File: src/rtl/jtdsp16_pkg.sv
// Shared definitions for the JTDSP16 serial I/O block: IOC bit map, output FSM
// states and serial word lengths.
package jtdsp16_pkg;

  localparam int IOC_W      = 5;
  localparam int IOC_OLEN   = 0;
  localparam int IOC_ILEN   = 1;
  localparam int IOC_MSB    = 2;
  localparam int IOC_DIV_LO = 3;
  localparam int IOC_DIV_HI = 4;

  localparam logic [4:0] LEN_8  = 5'd8;
  localparam logic [4:0] LEN_16 = 5'd16;

  typedef enum logic [1:0] {
    IDLE  = 2'd0,
    LOAD  = 2'd1,
    SHIFT = 2'd2
  } sio_state_t;

  function automatic logic [4:0] word_len(input logic short_word);
    return short_word ? LEN_8 : LEN_16;
  endfunction

endpackage

File: src/rtl/jtdsp16_sio_rx.sv
// Serial input receiver: synchronises di/ick/ild, arms on an ild rise and
// assembles an 8- or 16-bit word (MSB received first) into dout.
module jtdsp16_sio_rx
  import jtdsp16_pkg::*;
(
  input  logic        clk,
  input  logic        rst,
  input  logic        cen,
  input  logic        ilen,
  input  logic        di,
  input  logic        ick,
  input  logic        ild,
  input  logic        sdx_rd,
  output logic [15:0] dout,
  output logic        ibf
);

  logic [1:0]  di_s, ick_s, ild_s;
  logic        ick_q, ild_q;
  logic        ick_rise, ild_rise;
  logic        armed, short_word, done;
  logic [4:0]  cnt;
  logic [15:0] sr, word;

  always_ff @(posedge clk) begin
    if (rst) begin
      di_s  <= '0;
      ick_s <= '0;
      ild_s <= '0;
    end else begin
      di_s  <= {di_s[0], di};
      ick_s <= {ick_s[0], ick};
      ild_s <= {ild_s[0], ild};
    end
  end

  assign ick_rise = ick_s[1] & ~ick_q;
  assign ild_rise = ild_s[1] & ~ild_q;
  assign done     = armed && ick_rise && !ild_rise && ((cnt + 5'd1) == word_len(short_word));
  assign word     = short_word ? {8'h00, sr[6:0], di_s[1]} : {sr[14:0], di_s[1]};

  // A completing word beats a simultaneous read, so ibf never drops on that cycle.
  always_ff @(posedge clk) begin
    if (rst) begin
      ick_q      <= 1'b0;
      ild_q      <= 1'b0;
      armed      <= 1'b0;
      short_word <= 1'b0;
      cnt        <= '0;
      sr         <= '0;
      dout       <= '0;
      ibf        <= 1'b0;
    end else if (cen) begin
      ick_q <= ick_s[1];
      ild_q <= ild_s[1];
      if (ild_rise) begin
        armed      <= 1'b1;
        cnt        <= '0;
        sr         <= '0;
        short_word <= ilen;
      end else if (armed && ick_rise) begin
        sr  <= {sr[14:0], di_s[1]};
        cnt <= cnt + 5'd1;
        if (done) armed <= 1'b0;
      end
      if (done) begin
        dout <= word;
        ibf  <= 1'b1;
      end else if (sdx_rd) begin
        ibf <= 1'b0;
      end
    end
  end

endmodule

File: src/rtl/jtdsp16_sio.sv
// JTDSP16 serial I/O port: IOC register, serial clock divider and output FSM.
// Define JTDSP16_SIO_INPUT_EN to include the serial input receiver.
module jtdsp16_sio
  import jtdsp16_pkg::*;
(
  input  logic        clk,
  input  logic        rst,
  input  logic        cen,
  input  logic        sdx_wr,
  input  logic        sdx_rd,
  input  logic        ioc_wr,
  input  logic [15:0] din,
  output logic [15:0] dout,
  output logic        sdo,
  output logic        ock,
  output logic        old,
  output logic        doen,
  output logic        ose,
  input  logic        di,
  input  logic        ick,
  input  logic        ild,
  output logic        ibf,
  output logic        siord_full,
  output logic        siowr_empty
);

  logic [IOC_W-1:0] ioc;
  logic [3:0]       div_cnt;
  logic [4:0]       half_m1;
  logic             ock_tick, ock_fall;
  sio_state_t       state;
  logic [15:0]      hold_data, shreg, load_word, shifted;
  logic             hold_full, cur_msb, out_bit;
  logic [4:0]       cur_len, bit_cnt;

  always_ff @(posedge clk) begin
    if (rst)               ioc <= '0;
    else if (cen && ioc_wr) ioc <= din[IOC_W-1:0];
  end

  // Half period of ock is 2^(clkdiv+1) cen ticks.
  assign half_m1  = (5'd2 << ioc[IOC_DIV_HI:IOC_DIV_LO]) - 5'd1;
  assign ock_tick = cen && ({1'b0, div_cnt} >= half_m1);
  assign ock_fall = ock_tick && ock;

  always_ff @(posedge clk) begin
    if (rst) begin
      div_cnt <= '0;
      ock     <= 1'b0;
    end else if (cen) begin
      if (ock_tick) begin
        div_cnt <= '0;
        ock     <= ~ock;
      end else begin
        div_cnt <= div_cnt + 4'd1;
      end
    end
  end

  // 8-bit MSB-first words are pre-aligned so the shift direction alone picks the bit.
  assign load_word = (ioc[IOC_OLEN] && ioc[IOC_MSB]) ? {hold_data[7:0], 8'h00} : hold_data;
  assign out_bit   = cur_msb ? shreg[15] : shreg[0];
  assign shifted   = cur_msb ? {shreg[14:0], 1'b0} : {1'b0, shreg[15:1]};

  always_ff @(posedge clk) begin
    if (rst) begin
      state     <= IDLE;
      hold_data <= '0;
      hold_full <= 1'b0;
      shreg     <= '0;
      cur_msb   <= 1'b0;
      cur_len   <= LEN_16;
      bit_cnt   <= '0;
      sdo       <= 1'b0;
      old       <= 1'b0;
      doen      <= 1'b0;
      ose       <= 1'b1;
    end else if (cen) begin
      if (ock_fall) begin
        case (state)
          IDLE: if (hold_full) begin
            state     <= LOAD;
            old       <= 1'b1;
            hold_full <= 1'b0;
            shreg     <= load_word;
            cur_msb   <= ioc[IOC_MSB];
            cur_len   <= word_len(ioc[IOC_OLEN]);
          end
          LOAD: begin
            state   <= SHIFT;
            old     <= 1'b0;
            doen    <= 1'b1;
            sdo     <= out_bit;
            shreg   <= shifted;
            bit_cnt <= 5'd1;
          end
          SHIFT: if (bit_cnt == cur_len) begin
            doen <= 1'b0;
            sdo  <= 1'b0;
            if (hold_full) begin
              state     <= LOAD;
              old       <= 1'b1;
              hold_full <= 1'b0;
              shreg     <= load_word;
              cur_msb   <= ioc[IOC_MSB];
              cur_len   <= word_len(ioc[IOC_OLEN]);
            end else begin
              state <= IDLE;
              ose   <= 1'b1;
            end
          end else begin
            sdo     <= out_bit;
            shreg   <= shifted;
            bit_cnt <= bit_cnt + 5'd1;
          end
          default: state <= IDLE;
        endcase
      end
      if (sdx_wr) begin
        hold_data <= din;
        hold_full <= 1'b1;
        ose       <= 1'b0;
      end
    end
  end

`ifdef JTDSP16_SIO_INPUT_EN
  jtdsp16_sio_rx u_rx (
    .clk    (clk),
    .rst    (rst),
    .cen    (cen),
    .ilen   (ioc[IOC_ILEN]),
    .di     (di),
    .ick    (ick),
    .ild    (ild),
    .sdx_rd (sdx_rd),
    .dout   (dout),
    .ibf    (ibf)
  );
`else
  logic unused_rx;
  assign unused_rx = &{1'b0, di, ick, ild, sdx_rd, ioc[IOC_ILEN]};
  assign dout      = '0;
  assign ibf       = 1'b0;
`endif

  assign siord_full  = ibf;
  assign siowr_empty = ose;

endmodule

File: config.mk
export PLATFORM = sky130hd
export DESIGN_NAME = jtdsp16_sio
export DESIGN_NICKNAME = d
export VERILOG_FILES = /design/src/rtl/jtdsp16_pkg.sv /design/src/rtl/jtdsp16_sio_rx.sv /design/src/rtl/jtdsp16_sio.sv
export SDC_FILE = /design/constraint.sdc
export NUM_CORES = 1
export LEC_CHECK = 0
export ABC_CLOCK_PERIOD_IN_PS = 1900
export CORE_MARGIN = 5
export CORE_UTILIZATION = 51
export CTS_BUF_LIST = sky130_fd_sc_hd__clkbuf_8
export CTS_CLUSTER_SIZE = 25
export DETAILED_ROUTE_END_ITERATION = 10
export PLACE_DENSITY = 0.79
export SLEW_MARGIN = 10
export SYNTH_ARGS = -nofsm -noshare
export SYNTH_HDL_FRONTEND = slang
export SYNTH_SLANG_ARGS = --single-unit
export TNS_END_PERCENT = 10
File: constraint.sdc
create_clock -name clk -period 1.9 [get_ports clk]
set_input_delay 0.19 -clock clk [delete_from_list [all_inputs] [get_ports clk]]
set_output_delay 0.19 -clock clk [all_outputs]
set_load 0.03 [all_outputs]
==> results.md, run 1 <==
* CTS buffer count at 5
* Number of distinct library cells after synthesis at 45
* CP max FO at 5
* Final Setup Violations at 0
* Final Slew Violations at 0
* Register area share after synthesis at 0.3515
* Synthesis Warnings at 0
* Min Tclk post-route at 1.879 ns
* Critical path class: flip-flop to flip-flop
* Main synth FF type: dfxtp_1
* DRC at 0
* First-pass GRT wire length at 11990 um
* RR Startpoint: ioc[4]$_SDFFE_PP0P_
* Area grow syn2layout at 20.44%
* RSZ-0062 raised after global routing: yes
* Port-buffer cells at 26
* CP Launch Point: ioc[4]$_SDFFE_PP0P_
* Run status: completed
* Min-delay worst type: primary input to flip-flop
* Clock skew at 0.004997 ns
* Commonest non-fill, non-tap cell in the layout: nand2_1
* CTS clock-pin slew for the worst setup and hold paths at 0.10 ns
* Synth Instances at 387
* CTS tree: built
* Vias in the first global route at 2613
* Fmax at 0.5323 GHz
* Required time worst endpoint at 2.16 ns
* Detailed-route wire length per cell at 14.83 um
* PD cells at 623.2 mW/mm2
* Clk root buf: clkbuf_8
* Cell count after placement at 485
* Starting density of the core at 0.5324
* Vias/cell at 5.830
* Post-synth EDFFs at 0
* Post-place setup slack at -0.03949 ns
* Crit-path max cell delay at 0.48 ns
* Delay-heaviest family, CP: simple AND/OR/NAND/NOR gates
* Final worst setup slack at 0.02121 ns
* Die footprint at 0.007935 mm2
* Via Count at 2886
* N_diodes at 0
* Worst path bufs/invs at 1
* CP endpoint kind: flip-flop
* TritonCTS Sinks at 56
* Final hold vios at 0
* H-tree depth at 2
* GR Overflow Total at 0
* Worst-Margin Slew at 0.5383 ns
* Crit share post-route at 0.9888
* Startpoint Class: flip-flop
* Die height at 89.08 um
* Max-slew headroom at 0.6381
* Antenna-violating nets left at 0
* First drt pass iteration count at 4
* Crit-path cells: nand2_4 > ha_4 > a21o_1 > a32oi_4 > buf_6 > or4_4 > a21oi_2
* Hold Crit Start: din[5]
* DR iter-0 viols at 332
* Leak Pwr at 0.001397 uW
* Chip Width at 89.08 um
* GRT Util Overall at 0.1863
* Synthesized area at 0.003189 mm2
* Final HPWL from detailed placement at 5044 um
* Total wire length at 7341 um
* Share of cells above drive strength 1 at 0.1738
* Synth Register Bits at 56
* Post-synthesis area per instance at 8.241 um2
* Clock Latency Late Sink at 0.31 ns
* Largest net degree at the start of global routing at 37
* Post-synth ARST share at 0
* IO Count at 49
* Initial antenna violation count at 0
* Std-Cell Core Area at 0.005991 mm2
* Layout Cells excl Fill at 495
* Maxcap violations at 0
* Maximum clock path buffer count at 2
* Crit path arrival time at 2.13 ns
* Global placer's final weighted congestion at 0.8594
* Crit-path slowest cell: or4_4
* Placement Rows at 28
* Most frequent cells in the layout: nand2_1 (59), dfxtp_1 (53), a21oi_1 (42), clkdlybuf4s50_1 (26), buf_4 (20)
* Final #Nets at 454
* Worst vdd ir at 0.4055 mV
## timing repair
item                                    CTS  global route
gates resized for setup                   6            23
hold endpoints to repair                  0             0
pin swaps                                 5            10
buffers inserted                          0             0
hold buffers                              0             0
gates cloned                              1             1
endpoints found under the setup margin    4            26
## flip-flops by register name, indices dropped and copies added, names as in the netlist, 2 cells and up
name	count
hold_data	16
shreg	16
bit_cnt	5
div_cnt	4
ioc	4
cur_len	2
state	2
## cell families after synthesis
group	count (synthesis)	share of synthesized area
AND/OR/NAND/NOR	124	0.1777
AO/OA/AOI/OAI	112	0.2476
buffers and inverters	58	0.09297
flip-flops	56	0.3515
multiplexers	19	0.06591
adder cells (fa/ha/maj)	10	0.03923
XOR/XNOR	7	0.02393
other	1	0.001176
## synth_stat cells, types with 2 or more instances
master / n / area, um2
xnor2_2: 2 / 32.53
a21o_1: 4 / 30.03
a211oi_1: 7 / 52.55
inv_1: 12 / 45.04
buf_4: 20 / 150.1
mux2i_1: 3 / 30.03
nand2_1: 60 / 225.2
clkbuf_1: 20 / 75.07
a311oi_1: 10 / 87.58
xor2_1: 4 / 35.03
mux2_2: 16 / 180.2
nand3_1: 19 / 95.09
a31oi_1: 10 / 62.56
dfxtp_1: 56 / 1121
o21ai_0: 6 / 30.03
a311o_1: 8 / 80.08
a21oi_1: 43 / 215.2
nand2b_1: 3 / 18.77
buf_1: 2 / 7.510
or4_1: 3 / 22.52
ha_1: 10 / 125.1
o31ai_1: 7 / 52.55
nor2b_1: 10 / 62.56
a41oi_1: 2 / 17.52
nor2_1: 18 / 67.56
a2bb2oi_1: 7 / 61.31
nand4_1: 4 / 25.02
buf_2: 3 / 15.01
nand3b_1: 2 / 15.01
## path summary, 6_finish.rpt
| path | slack (ns) | to | cells past startpoint |
|---|---|---|---|
| hold reg to reg | 0.47 | hold_data[11]$_SDFFE_PP0P_ | 2 |
| hold / removal | 0.42 | hold_data[5]$_SDFFE_PP0P_ | 3 |
| setup / recovery | 0.02 | bit_cnt[4]$_SDFFE_PP0P_ | 7 |
| setup reg to reg | 0.02 | bit_cnt[4]$_SDFFE_PP0P_ | 7 |
## worst reg2reg max path, delay by kind of cell, from the launching register on
family,cells,cell delay (ns)
AO/OA/AOI/OAI,3,0.47
adder cells (fa/ha/maj),1,0.27
buffers and inverters,1,0.17
flip-flops,1,0.39
AND/OR/NAND/NOR,2,0.53
## routing by layer
layer  routed length, um  track usage  vias up
li1                    -            -     1432
met1                3350       0.2525     1347
met2                3383       0.3001       93
met3                 478      0.03226       14
met4                 129      0.06225        0
met5                   0            0        -
## through the flow
| stage | util | cell area, um2 | TNS, ns | hold WS [ns] | total power [uW] |
|---|---|---|---|---|---|
| after floorplan | - | 3253 | 0 | 0.3260 | 1522 |
| after global placement | 0.5984 | 3585 | 0 | 0.4459 | 1606 |
| after detailed placement | 0.5984 | 3585 | -0.07279 | 0.4543 | 1614 |
| after CTS | 0.6220 | 3726 | 0 | 0.4075 | 2398 |
| after global routing | 0.6412 | 3841 | -0.1882 | 0.4044 | 2492 |
| final | 0.6412 | 3841 | 0 | 0.4193 | 2394 |
## area by class of cell
cell class | instances | area (um2)
Fill cell | 478 | 2150
Multi-Input combinational cell | 291 | 1953
Sequential cell | 56 | 1130
Timing Repair Buffer | 52 | 504.2
Tap cell | 75 | 93.84
Clock buffer | 5 | 68.82
Inverter | 13 | 48.80
Clock inverter | 3 | 42.54
## report_power, final
group,switching [uW],internal [uW]
sequential,38.9,1210
clock,400,391
combinational,202,150
(Power assumes the default switching activity.)
==> inputs of run 2 (changes only) <==
- ABC_CLOCK_PERIOD_IN_PS: 1900 -> 1960
- CORE_UTILIZATION: 51 -> 56
- PLACE_DENSITY: 0.79 -> 0.82
- clock period: 1.9 -> 1.96 ns (I/O delays scaled with it)
==> results.md, run 2 (synthesis results as in run 1) <==
* DR iter-0 viols at 268
* Clk network pwr share at 0.284
* Share of cells above drive strength 1 at 0.1425
* Die height at 85.47 um
* Final #Nets at 449
* Fmax at 0.5312 GHz
* Largest net degree at the start of global routing at 37
* Total wire length at 7231 um
* Clock Latency Late Sink at 0.32 ns
* Vias in the first global route at 2595
* Leak Pwr at 0.001353 uW
* Biggest regs: hold_data (16), shreg (16), bit_cnt (5)
* CP Launch Point: ioc[4]$_SDFFE_PP0P_
* Final HPWL from detailed placement at 5014 um
* GR Overflow Total at 0
* Startpoint Class: flip-flop
* Critical path class: flip-flop to flip-flop
* CTS buffer count at 5
* Initial antenna violation count at 0
* Placement Rows at 27
* Maximum clock path buffer count at 2
* Sequential power share at 0.563
* GRT Util Overall at 0.1935
* Min-delay worst type: primary input to flip-flop
* Hold buffers post-CTS at 0
* Max-slew headroom at 0.5858
* Hold WS at 0.4168 ns
* First-pass GRT wire length at 11830 um
* Chip Width at 85.47 um
* PD cells at 585.7 mW/mm2
* Met2 usage at 0.3213
* Antenna-violating nets left at 0
* Pint at 1554 uW
* CP endpoint kind: flip-flop
* RSZ-0062 raised after global routing: no
* Critical path endpoint: bit_cnt[3]$_SDFFE_PP0P_
* Area grow syn2layout at 15.42%
* Vias/cell at 5.967
* M1 GR Usage at 0.2528
* Detailed-route wire length per cell at 14.88 um
* CTS clock-pin slew for the worst setup and hold paths at 0.09 ns
* DRC at 0
* Global placer's final weighted congestion at 0.8917
* Clk root buf: clkbuf_8
* H-tree depth at 2
* Worst reg2reg path depth at 7
* TritonCTS Sinks at 56
* CP max FO at 5
* Combinational share of power at 0.153
* Min Tclk post-route at 1.882 ns
* RR Endpoint: bit_cnt[3]$_SDFFE_PP0P_
* Final hold vios at 0
* Met3 Use GR at 0.03301
* IO Count at 49
* Crit path arrival time at 2.14 ns
* Starting density of the core at 0.5792
* N_diodes at 0
* Commonest non-fill, non-tap cell in the layout: nand2_1
* Run status: completed
* Pwr Total at 2156 uW
* Required time worst endpoint at 2.22 ns
* CTS tree: built
* Worst vdd ir at 0.4634 mV
* GRT busiest layer: met2
* Worst-Margin Slew at 0.6198 ns
* Die footprint at 0.007304 mm2
* Reg2reg setup slack at 0.08 ns
* Maxcap violations at 0
* RR Startpoint: ioc[4]$_SDFFE_PP0P_
* First drt pass iteration count at 7
* Switch share at 0.2793
* Port-buffer cells at 26
* Clock skew at 0.008020 ns
* Std-Cell Core Area at 0.005507 mm2
* Most frequent cells in the layout: nand2_1 (59), dfxtp_1 (54), a21oi_1 (42), clkdlybuf4s50_1 (26), nand3_1 (19)
* Sw power at 602.1 uW
* Crit share post-route at 0.9604
* Via Count at 2900
* Final Slew Violations at 0
* Final Setup Violations at 0
## run 2: cell count changes in the layout (fill, tap and decap cells not counted), sizes merged
cell           delta
buf               -6
clkinvlp          -1
bufinv            -1
inv               +1
clkdlybuf4s15     +1
## run 2: stage by stage
stage               std cells  setup slack [ns]  instance area, um2    util    TNS, ns
floorplan                 404           0.08942                3253       -          0
global placement          477           0.07110                3531  0.6412          0
detailed placement        477         -0.004898                3531  0.6412  -0.004898
CTS                       484           0.01329                3613  0.6562          0
global route              486          0.005806                3681  0.6685          0
finish                    486           0.07759                3681  0.6685          0
## run 2: layout make-up
type / instances / area, um2
Fill cell: 460 / 1826
Inverter: 13 / 48.80
Timing Repair Buffer: 47 / 450.4
Clock inverter: 2 / 8.758
Clock buffer: 5 / 68.82
Sequential cell: 56 / 1126
Multi-Input combinational cell: 291 / 1888
Tap cell: 72 / 90.09
## run 2: worst min-delay path by stage
stage	start	to	slack, ns	cells past startpoint
after floorplan	din[10]	hold_data[10]$_SDFFE_PP0P_	0.33	2
after global placement	hold_data[10]$_SDFFE_PP0P_	hold_data[10]$_SDFFE_PP0P_	0.45	2
after detailed placement	hold_data[10]$_SDFFE_PP0P_	hold_data[10]$_SDFFE_PP0P_	0.45	2
after CTS	din[6]	hold_data[6]$_SDFFE_PP0P_	0.42	3
after global routing	din[11]	hold_data[11]$_SDFFE_PP0P_	0.43	3
final	din[6]	hold_data[6]$_SDFFE_PP0P_	0.42	3
## run 2: what timing repair did
item / in CTS / in global routing
gates resized for setup: 2 / 12
setup buffers: 0 / 0
pin swaps: 0 / 3
setup endpoints to repair: 5 / 20
cloned: 0 / 2
## run 2: routing by layer
layer  up-vias  routed length (um)
met5         -                   0
met4         0                 119
met3        12                 462
met2       100                3374
met1      1371                3274
li1       1417                   -
## run 2: critical path: stages (launching register included)
cell	delay (ns)
dfxtp_4	0.37
nand2_2	0.06
ha_4	0.27
a21o_1	0.16
a32oi_2	0.14
buf_4	0.18
or4_1	0.51
a21oi_2	0.12
## run 2: power by group through the flow
stage | clock (uW) | sequential [uW] | combinational [uW]
2_1_floorplan | 0 | 1240 | 238
3_3_place_gp | 0 | 1240 | 315
3_5_place_dp | 0 | 1240 | 322
4_1_cts | 613 | 1210 | 324
5_1_grt | 653 | 1220 | 359
6_report | 613 | 1210 | 330
